===== src/rtl/flit_credit_tx.sv =====
// Credit-based flit injector: queues PE requests in a small FIFO and sends one flit per credit to the router.
// Optional FLIT_TX_SELF_DROP_EN discards requests addressed to this node instead of queueing them.
module flit_credit_tx #(
  parameter int DEPTH   = 4,
  parameter int CREDITS = 4
) (
  input  logic                             clk,
  input  logic                             rst,
  input  logic                             req_valid,
  output logic                             req_ready,
  input  logic [1:0]                       req_cluster,
  input  logic [1:0]                       req_local,
  input  logic [15:0]                      req_data,
  input  logic [1:0]                       my_cluster,
  input  logic [1:0]                       my_local,
  input  logic                             ci,
  output logic [19:0]                      dataout,
  output logic                             out_valid,
  output logic [$clog2(CREDITS+1)-1:0]     credit_cnt,
  output logic                             credit_err
);

  localparam int AW = $clog2(DEPTH);
  localparam int CW = $clog2(CREDITS+1);
  localparam logic [AW:0]   DEPTH_C = (AW+1)'(DEPTH);
  localparam logic [AW:0]   CNT_ONE = (AW+1)'(1);
  localparam logic [CW-1:0] CRED_MAX = CW'(CREDITS);
  localparam logic [CW-1:0] CRED_ONE = CW'(1);

  logic [19:0]   mem [DEPTH];
  logic [AW-1:0] wr_ptr;
  logic [AW-1:0] rd_ptr;
  logic [AW:0]   count;
  logic          accept;
  logic          push;
  logic          pop;

  assign req_ready = (count < DEPTH_C);
  assign accept    = req_valid & req_ready;
  assign pop       = (count != '0) && (credit_cnt != '0);

`ifdef FLIT_TX_SELF_DROP_EN
  // A self-addressed request still handshakes but never occupies a FIFO slot.
  assign push = accept && ({req_cluster, req_local} != {my_cluster, my_local});
`else
  logic unused_addr;
  assign unused_addr = ^{my_cluster, my_local};
  assign push        = accept;
`endif

  always_ff @(posedge clk) begin
    if (push) mem[wr_ptr] <= {req_cluster, req_local, req_data};
  end

  // Pointers wrap naturally because DEPTH is a power of two.
  always_ff @(posedge clk or negedge rst) begin
    if (!rst) begin
      wr_ptr <= '0;
      rd_ptr <= '0;
      count  <= '0;
    end else begin
      if (push) wr_ptr <= wr_ptr + 1'b1;
      if (pop)  rd_ptr <= rd_ptr + 1'b1;
      case ({push, pop})
        2'b10:   count <= count + CNT_ONE;
        2'b01:   count <= count - CNT_ONE;
        default: count <= count;
      endcase
    end
  end

  always_ff @(posedge clk or negedge rst) begin
    if (!rst) begin
      dataout   <= '0;
      out_valid <= 1'b0;
    end else begin
      out_valid <= pop;
      if (pop) dataout <= mem[rd_ptr];
    end
  end

  // A returned credit beyond the buffer depth means the router and this block disagree.
  always_ff @(posedge clk or negedge rst) begin
    if (!rst) begin
      credit_cnt <= CRED_MAX;
      credit_err <= 1'b0;
    end else begin
      case ({pop, ci})
        2'b10: credit_cnt <= credit_cnt - CRED_ONE;
        2'b01: begin
          if (credit_cnt == CRED_MAX) credit_err <= 1'b1;
          else                        credit_cnt <= credit_cnt + CRED_ONE;
        end
        default: credit_cnt <= credit_cnt;
      endcase
    end
  end

endmodule

===== config.mk =====
export PLATFORM = sky130hd
export DESIGN_NAME = flit_credit_tx
export DESIGN_NICKNAME = d
export VERILOG_FILES = /design/src/rtl/flit_credit_tx.sv
export SDC_FILE = /design/constraint.sdc
export NUM_CORES = 1
export LEC_CHECK = 0
export CORE_ASPECT_RATIO = 1.5
export CORE_MARGIN = 3
export CORE_UTILIZATION = 47
export DETAILED_ROUTE_END_ITERATION = 10
export GPL_ROUTABILITY_DRIVEN = 1
export GPL_TIMING_DRIVEN = 0
export PLACE_DENSITY_LB_ADDON = 0.15
export SLEW_MARGIN = 10
export SYNTH_ARGS = -nofsm -noshare
export SYNTH_HDL_FRONTEND = slang
export SYNTH_SLANG_ARGS = --single-unit

===== constraint.sdc =====
create_clock -name clk -period 2.6 [get_ports clk]
set_clock_uncertainty 0.15 [all_clocks]
set_input_delay 0.52 -clock clk [delete_from_list [all_inputs] [get_ports clk]]
set_output_delay 0.52 -clock clk [all_outputs]
set_load 0.03 [all_outputs]

* Word-level counts from Yosys, hierarchy flattened
Memories as Yosys holds them, arrays and structs flattened. A register that Yosys moved wholly into a read port is not among the register bits.
Cells that the tools add are included.
** Storage, ports and cells
- Register bits after elaboration :: 12
- Bits in writable memories :: 80
- Input port bits :: 28
- Output and inout port bits :: 26
- Word-level logic and storage cells :: 34
- Memories :: 1
** Cells by class
- Add/sub/neg operators :: 6
- Magnitude comparators :: 1
- Eq/ne operators :: 6
- Mux-type cells :: 5
- Bitwise operators :: 1
- Reduce and logical (&&, ||, !) cells :: 8
** Memory list
- mem :: words 4, width 20, read ports 1, clocked after memory_dff 1, wr ports 1, line 30 : logic [19:0] mem [DEPTH];
** Operators by type and width (count)
- $pmux W3 S2 :: 2
- $add A3 B1 Y3 const B :: 2
- $reduce_bool A3 Y1 :: 2
- $sub A3 B1 Y3 const B :: 2
- $add A2 B1 Y2 const B :: 2
- $eq A2 B1 Y1 const B :: 2
- $eq A2 B2 Y1 const B :: 2
- $reduce_and A2 Y1 :: 2
- $reduce_bool A2 Y1 :: 2
- $eq A3 B3 Y1 const B :: 1
- $lt A3 B3 Y1 const B :: 1
- $mux W3 :: 1
- $mux W1 :: 2
- $ne A2 B2 Y1 const B :: 1
- $and A1 B1 Y1 :: 1
- $logic_and A1 B1 Y1 :: 1
- $logic_not A1 Y1 :: 1

* Logic depth before layout (Yosys ltp)
Gate-level depths: netlist of run 1.
- Word-level depth :: 5
- Depth in mapped cells :: 9
- Gate-level depth less buffers :: 8

* Least setup slack after synthesis of run 1
No wires, ideal clock.
- Kind :: register to register
- Start :: reg credit_cnt[2]
- End :: reg count[2]
- Library setup time :: 132 ps
- Arrival :: 2118 ps
- Data required time :: 2318 ps
- Path slack :: 200 ps
- Cell stages (with the launch flop) :: 10
- Buffers on the path :: 1
- Period minus slack after synthesis :: 2400 ps
- Path through :: dfstp_2 -> nor3_1 -> nor2_1 -> buf_4 -> ha_1 -> inv_1 -> fa_1 -> xor2_1 -> nor2_1 -> xnor2_1
** Between the ends
- Cells in the longest elaborated chain, start to end :: 4
- Elaborated cells between the ends (all ways) :: 6
- Those cells by class :: eq/ne (2); mux (1); reduce/logical (3)
** Ends and longest elaborated chain
- start: declaration :: line 19 : output logic [$clog2(CREDITS+1)-1:0] credit_cnt,
- start signal: assignment :: line 89 : 2'b10: credit_cnt <= credit_cnt - CRED_ONE;
- start signal: assignment :: line 92 : else credit_cnt <= credit_cnt + CRED_ONE;
- start signal: assignment :: line 94 : default: credit_cnt <= credit_cnt;
- $reduce_bool A3 Y1 (*) :: line 40 : assign pop = (count != '0) && (credit_cnt != '0);
- $logic_and A1 B1 Y1 (*) :: line 40
- net pop :: line 36 : logic pop;
- $eq A2 B1 Y1 or $eq A2 B2 Y1 (tied branches) :: line 64 : case ({push, pop})
- $pmux W3 S2 or $reduce_bool A2 Y1 (tied branches)
- end signal: assignment :: line 65 : 2'b10: count <= count + CNT_ONE;
- end signal: assignment :: line 66 : 2'b01: count <= count - CNT_ONE;
- end signal: assignment :: line 67 : default: count <= count;
- end: declaration :: line 33 : logic [AW:0] count;
The timed path passes the listed nets; every way through them passes the cells marked *.
A chain may end at the register's enable or synchronous reset.

* Worst setup path after layout of run 1
- Start :: in req_valid
- End :: mem mem[2][18], enable pin
** Between the ends
- Cells in the longest elaborated chain, start to end :: 3
** Ends and longest elaborated chain
- start: declaration :: line 9 : input logic req_valid,
- $and A1 B1 Y1 :: line 39 : assign accept = req_valid & req_ready;
- $mux W1 :: line 52 : if (push) mem[wr_ptr] <= {req_cluster, req_local, req_data};
- $mux W1 (implied by the code) :: line 52
- end: declaration :: line 30
Every way passes these cells.

==> qor.txt, run 1 <==
Status: finished, final reports clean
Max Transition Viols Final: 0
Finished Cell Area: 5373 sq um
Count of cell types in the netlist: 32
Global-route wire length before repair: 11.23 mm
Largest area contributor in the netlist: edfxtp_1
Final cell count without fillers: 388
Net count of the finished layout: 308
FF-to-FF setup slack: 0.21 ns
Routability cong.: 0.7273
Io pins: 54
Largest net degree at the start of global routing: 33
Synth async-reset ratio: 0.2857
EDFF count, synth: 80
Synthesized-area fraction occupied by adder cells: 0.02322
Switching part of the total power: 0.3139
TritonCTS buffer count: 9
VDD IR-drop max: 0.7132 mV
Register area: 3204 sq um
Slowest library cell on the worst path: and2_1
Setup CP Type: in2reg
Simple-gate portion of the synthesized area: 0.03058
Most frequent cell after synthesis: edfxtp_1
Critical Path Fanout Max: 20
Crit start category: input port
CTS clk-pin slew, worst paths: 0.07 ns
Iteration-0 DRC Markers: 69
Final wirelength: 7.096 mm
Antenna viol nets, final: 0
Number of global-route vias before repair: 2187
H-tree Lvls: 3
Placed Area: 5032 sq um
Power consumption: 6.608 mW
CTS Buffer Depth: 2
Synth warn: 0
Die H: 124.8 microns
Die Span X: 85.18 microns
Worst skew pair latency: 0.34 ns
Setup Buffers After CTS: 0
Sequential share of the synthesized area: 0.7251
P_sw: 2.074 mW
Relative slew margins: 0.2780
FF+latch count, synth: 112
Clock network power share: 0.225
CP max stage delay: 0.90 ns
Post-Synthesis Cells: 214
Post-synth top area share: 0.5436
PnR worst setup slack: 0.1323 ns
Comb pwr share: 0.375
Tmin final: 2.468 ns
Main synth FF type: edfxtp_1
Synth Net Count: 249
Worst path cell trace: clkdlybuf4s50_1 > and2b_2 > clkbuf_1 > and2_1
Final Setup Violations: 0
Worst Path Required: 2.40 ns
WP data arrival: 2.27 ns
Rows: 42
Grt total ovfl: 0
Final period utilization: 0.9491
I/O Buffers: 48
Setup TNS: 0 ns
N_diodes: 0
Hold Crit Class: in2async
Element type at the critical path end: register
Number of clock sinks: 112
Lkg Pwr: 1.957 nW
Xor/xnor cell area share of the yosys netlist: 0.01387
Fill cells: 669
Syn Area/Cell: 20.65 sq um
CTS resizes: 0
Area taken by multi-input logic gates: 1140 sq um
Initial antenna violation count: 0
Pint: 4.534 mW
Inst Count DP: 372
Dpl ws: -0.2870 ns
Vias per cell: 5.392
Area growth from synthesis to layout: 21.57%
Starting density of the core: 0.4918
RSZ-0062 raised after global routing: false
Power Dens Cells: 1230 nW/um^2
Ratio of cells with drive above 1 in the final layout: 0.1763
Commonest cells post-synth: 80 x edfxtp_1, 31 x dfrtp_1, 20 x mux2_2, 20 x mux4_1, 7 x inv_1
Combinational family with the most area after synthesis: multiplexers
Total track usage: 0.1412
Worst-Margin Slew: 1.083 ns
Synth Area in Compound Gates: 0.01727
CTS tree: done
DRC Markers: 0
DR vias: 2092
Post-DR wirelength/cell: 18.29 microns
Post-detail-place hpwl: 4.441 mm
Final count of hold timing violations: 0
Synth top area cells: edfxtp_1 54%, dfrtp_1 18%, mux4_1 12%, mux2_2 5.1%, ha_1 1.4%
Part of the power in registers: 0.400
Maxcap violations: 0
Drt first pass iters: 4
Synthesized area: 4419 sq um
Die area: 10630 sq um
CTS Hold Bufs: 0
Max Freq: 405.2 MHz
Root buffer cell: clkbuf_16
Mux contribution to synthesized area: 0.1721
Core footprint: 8986 sq um
sequential cells by signal, summed over array words and instances, names as in the netlist:
register	cells
mem	80
dataout	20
rd_ptr	2
credit_err	1
wr_ptr	2
count	3
credit_cnt	3
out_valid	1
layer usage:
layer  up-vias  share of wire  track usage
li1        965              -            -
met1      1075           0.43       0.1774
met2        43           0.52       0.2335
met3         9          0.037      0.04236
met4         0          0.014      0.04473
met5         -              0            0
cell type report:
type / count / share of cell area
tap: 110 / 0.02562
clock buffer: 13 / 0.05449
sequential: 112 / 0.5964
clock inverter: 3 / 0.008151
multi-input combinational: 87 / 0.2122
buffer: 8 / 0.009781
inverter: 7 / 0.004891
timing repair buffer: 48 / 0.08850
final timing paths:
check | startpoint | to | cells past startpoint
setup / recovery | req_valid | mem[2][18]$_DFFE_PP_ | 4
hold / removal | rst | dataout[5]$_DFFE_PN0P_ | 1
setup reg to reg | credit_cnt[2]$_DFFE_PN1P_ | count[2]$_DFFE_PN0P_ | 9
hold reg to reg | credit_err$_DFFE_PN0P_ | credit_err$_DFFE_PN0P_ | 1
max in group asynchronous | rst | dataout[19]$_DFFE_PN0P_ | 1
min in group clk | credit_err$_DFFE_PN0P_ | credit_err$_DFFE_PN0P_ | 1
power by group through the flow:
stage / logic [mW] / clock network, mW / registers [mW]
CTS: 2.53 / 1.52 / 2.65
global placement: 2.48 / 0 / 2.67
global route: 2.67 / 1.59 / 2.70
detailed placement: 2.53 / 0 / 2.68
finish: 2.48 / 1.49 / 2.64
floorplan: 1.36 / 0 / 3.02
layout by cell type, fill, tap and decap left out, types with 4 or more instances in the layout:
master           synthesis  layout
edfxtp_1                80      80
clkdlybuf4s50_1          0      47
dfrtp_1                 31      31
mux4_1                  20      20
mux2_2                  20      20
clkbuf_16                0      11
inv_1                    7       7
clkbuf_1                 4       5
o21ai_0                  5       5
ha_1                     5       5
and2_1                   5       4
nor2_1                   5       4
xnor2_1                  4       4
critical path, delay by kind of cell:
family | cells | cell delay [ns]
AND/OR/NAND/NOR | 2 | 1.03
buffers and inverters | 2 | 0.71
cells by family after synthesis:
family / after synthesis
AOI/OAI and AO/OA: 11
and+or+nand+nor: 21
adders and majority gates: 7
xor gates and xnor gates: 7
muxes: 41
DFF: 112
buffers and inverters: 15
per-stage QoR:
stage,hold WS [ns],utilization
4_1_cts,0.1443,0.5975
3_3_place_gp,0.3086,0.5606
2_1_floorplan,0.07441,-
5_1_grt,0.1714,0.5979
3_5_place_dp,0.3296,0.5600
6_report,0.1188,0.5979
Note: power is estimated with default switching activity, not from simulation.
==> run 2, diff against run 1 <==
--- a/config.mk
+++ b/config.mk
@@ -10,7 +10,6 @@
 export CORE_UTILIZATION = 47
 export DETAILED_ROUTE_END_ITERATION = 10
 export GPL_ROUTABILITY_DRIVEN = 1
-export GPL_TIMING_DRIVEN = 0
 export PLACE_DENSITY_LB_ADDON = 0.15
 export SLEW_MARGIN = 10
 export SYNTH_ARGS = -nofsm -noshare
==> qor.txt, run 2 (synthesized netlist as in run 1, its figures left out) <==
Largest net degree at the start of global routing: 33 (unchanged)
Post-DR wirelength/cell: 17.82 microns (-2.6%)
Setup TNS: 0 ns (unchanged)
Max Freq: 439.2 MHz (+8.4%)
Power consumption: 6.486 mW (-1.8%)
Reg with most FFs: mem
WP buf/inv: 1 (-1)
Crit start category: register
Finished Cell Area: 5398 sq um (+0.47%)
Hold Crit Class: in2async
CTS tree: done
RSZ-0062 raised after global routing: false
Slowest library cell on the worst path: clkdlybuf4s50_1
Final core utilization: 0.6007 (+0.002784)
PnR worst setup slack: 0.3231 ns (+0.1908 ns)
Grt total ovfl: 0 (unchanged)
Setup Buffers After CTS: 0 (unchanged)
Tmin final: 2.277 ns (-0.1908 ns)
Iteration-0 DRC Markers: 133 (+93%)
Placed Area: 5105 sq um (+1.4%)
Element type at the critical path end: output pin
Final period utilization: 0.8757 (-0.07337)
Io pins: 54 (unchanged)
Worst path depth: 1 (-3)
Drt first pass iters: 4 (unchanged)
Number of global-route vias before repair: 2239 (+2.4%)
Reg2reg path depth: 6 (-3)
Initial antenna violation count: 0 (unchanged)
Rows: 42 (unchanged)
Post-detail-place hpwl: 4.409 mm (-0.74%)
GR Layer Usage met3: 0.03044 (-0.01191)
Commonest cells after routing, fill and taps aside: 80 x edfxtp_1, 48 x clkdlybuf4s50_1, 31 x dfrtp_1
DR vias: 2079 (-0.62%)
Final wirelength: 6.967 mm (-1.8%)
Total track usage: 0.1427 (+0.001519)
Final Setup Violations: 0 (unchanged)
Worst skew pair latency: 0.34 ns (about the same)
Area growth from synthesis to layout: 22.14%
Lkg Pwr: 1.968 nW (+0.55%)
Net count of the finished layout: 311 (+0.97%)
Maxcap violations: 0 (unchanged)
Final cell count without fillers: 391 (+0.77%)
Die Span X: 85.18 microns (unchanged)
Commonest non-fill, non-tap cell in the layout: edfxtp_1
H-tree Lvls: 3 (unchanged)
Status: finished, final reports clean
Setup CP Type: reg2out
Cell family with most CP delay: buffers and inverters
Worst path cell trace: clkdlybuf4s50_1
Hold Slack: 0.1028 ns (-0.01595 ns)
CTS resizes: 0 (unchanged)
CTS Hold Bufs: 0 (unchanged)
Core footprint: 8986 sq um (unchanged)
DRC Markers: 0 (unchanged)
I/O Buffers: 49 (+2.1%)
Root buffer cell: clkbuf_16
Registers with the most flip-flops: mem: 80 flops, dataout: 20 flops
Register area: 3204 sq um (unchanged)
Final count of hold timing violations: 0 (unchanged)
Die area: 10630 sq um (unchanged)
Vias per cell: 5.317 (-1.4%)
Die H: 124.8 microns (unchanged)
Worst-Margin Slew: 0.7684 ns (-0.3147 ns)
Ratio of cells with drive above 1 in the final layout: 0.1851 (+0.008794)
Number of flip-flops in the largest register: 80 (unchanged)
CTS clk-pin slew, worst paths: 0.07 ns (about the same)
Antenna viol nets, final: 0 (unchanged)
Power Dens Cells: 1202 nW/um^2 (-2.3%)
CP max stage delay: 0.68 ns (-0.22 ns)
Met2 GRT Util: 0.2468 (+0.01328)
Area taken by multi-input logic gates: 1139 sq um (-0.11%)
Dpl ws: 0.1341 ns (+0.4211 ns)
WP data arrival: 1.61 ns (-0.66 ns)
TritonCTS buffer count: 9 (unchanged)
CTS Buffer Depth: 2 (unchanged)
VDD IR-drop max: 0.7379 mV (+3.5%)
Max Transition Viols Final: 0 (unchanged)
Worst Path Required: 1.93 ns (-0.47 ns)
GR peak layer: met2
Critical Path Fanout Max: 6 (-70%)
Global-route wire length before repair: 11.37 mm (+1.2%)
GR Util met1: 0.1676 (-0.009780)
Routability cong.: 0.7447 (+2.4%)
Relative slew margins: 0.4878 (+0.2098)
Starting density of the core: 0.4918 (unchanged)
Fill cells: 677 (+1.2%)
Inst Count DP: 375 (+0.81%)
N_diodes: 0 (unchanged)
Number of clock sinks: 112 (unchanged)
-- run 2: cell count changes in the layout (fill, tap and decap cells not counted), sizes merged --
| cell | delta |
|---|---|
| buf | +6 |
| clkbuf | -5 |
| clkdlybuf4s50 | +1 |
| clkinvlp | +1 |
-- run 2: worst reg2reg max path: stages (launching register included) --
cell,delay [ns]
dfrtp_1,0.47
nor3_1,0.34
o21ai_0,0.15
fa_1,0.43
or3_1,0.36
a32oi_1,0.18
o21ai_0,0.10
-- run 2: layout make-up --
class	instances	area share
multi-input combinational	87	0.2109
clock buffer	12	0.04567
sequential	112	0.5936
timing repair buffer	59	0.1108
inverter	7	0.004868
tap	110	0.02550
clock inverter	4	0.008577
-- run 2: per-layer routing --
layer,vias to the layer above,part of all wire
met5,-,0
met4,0,0.021
met3,10,0.038
met2,43,0.54
met1,1054,0.40
li1,972,-
-- run 2: worst paths after layout --
check,end,slack [ns],startpoint
max in group asynchronous,count[1]$_DFFE_PN0P_,1.71,rst
min in group clk,credit_err$_DFFE_PN0P_,0.32,credit_err$_DFFE_PN0P_
setup reg to reg,credit_cnt[2]$_DFFE_PN1P_,0.34,credit_cnt[0]$_DFFE_PN0P_
hold reg to reg,credit_err$_DFFE_PN0P_,0.32,credit_err$_DFFE_PN0P_
hold / removal,dataout[5]$_DFFE_PN0P_,0.10,rst
setup / recovery,credit_cnt[2],0.32,credit_cnt[2]$_DFFE_PN1P_
-- run 2: power by group --
part	switching, mW	internal [mW]
combinational	1.23	1.27
sequential	0.259	2.39
clock	0.571	0.769
total	2.06	4.43
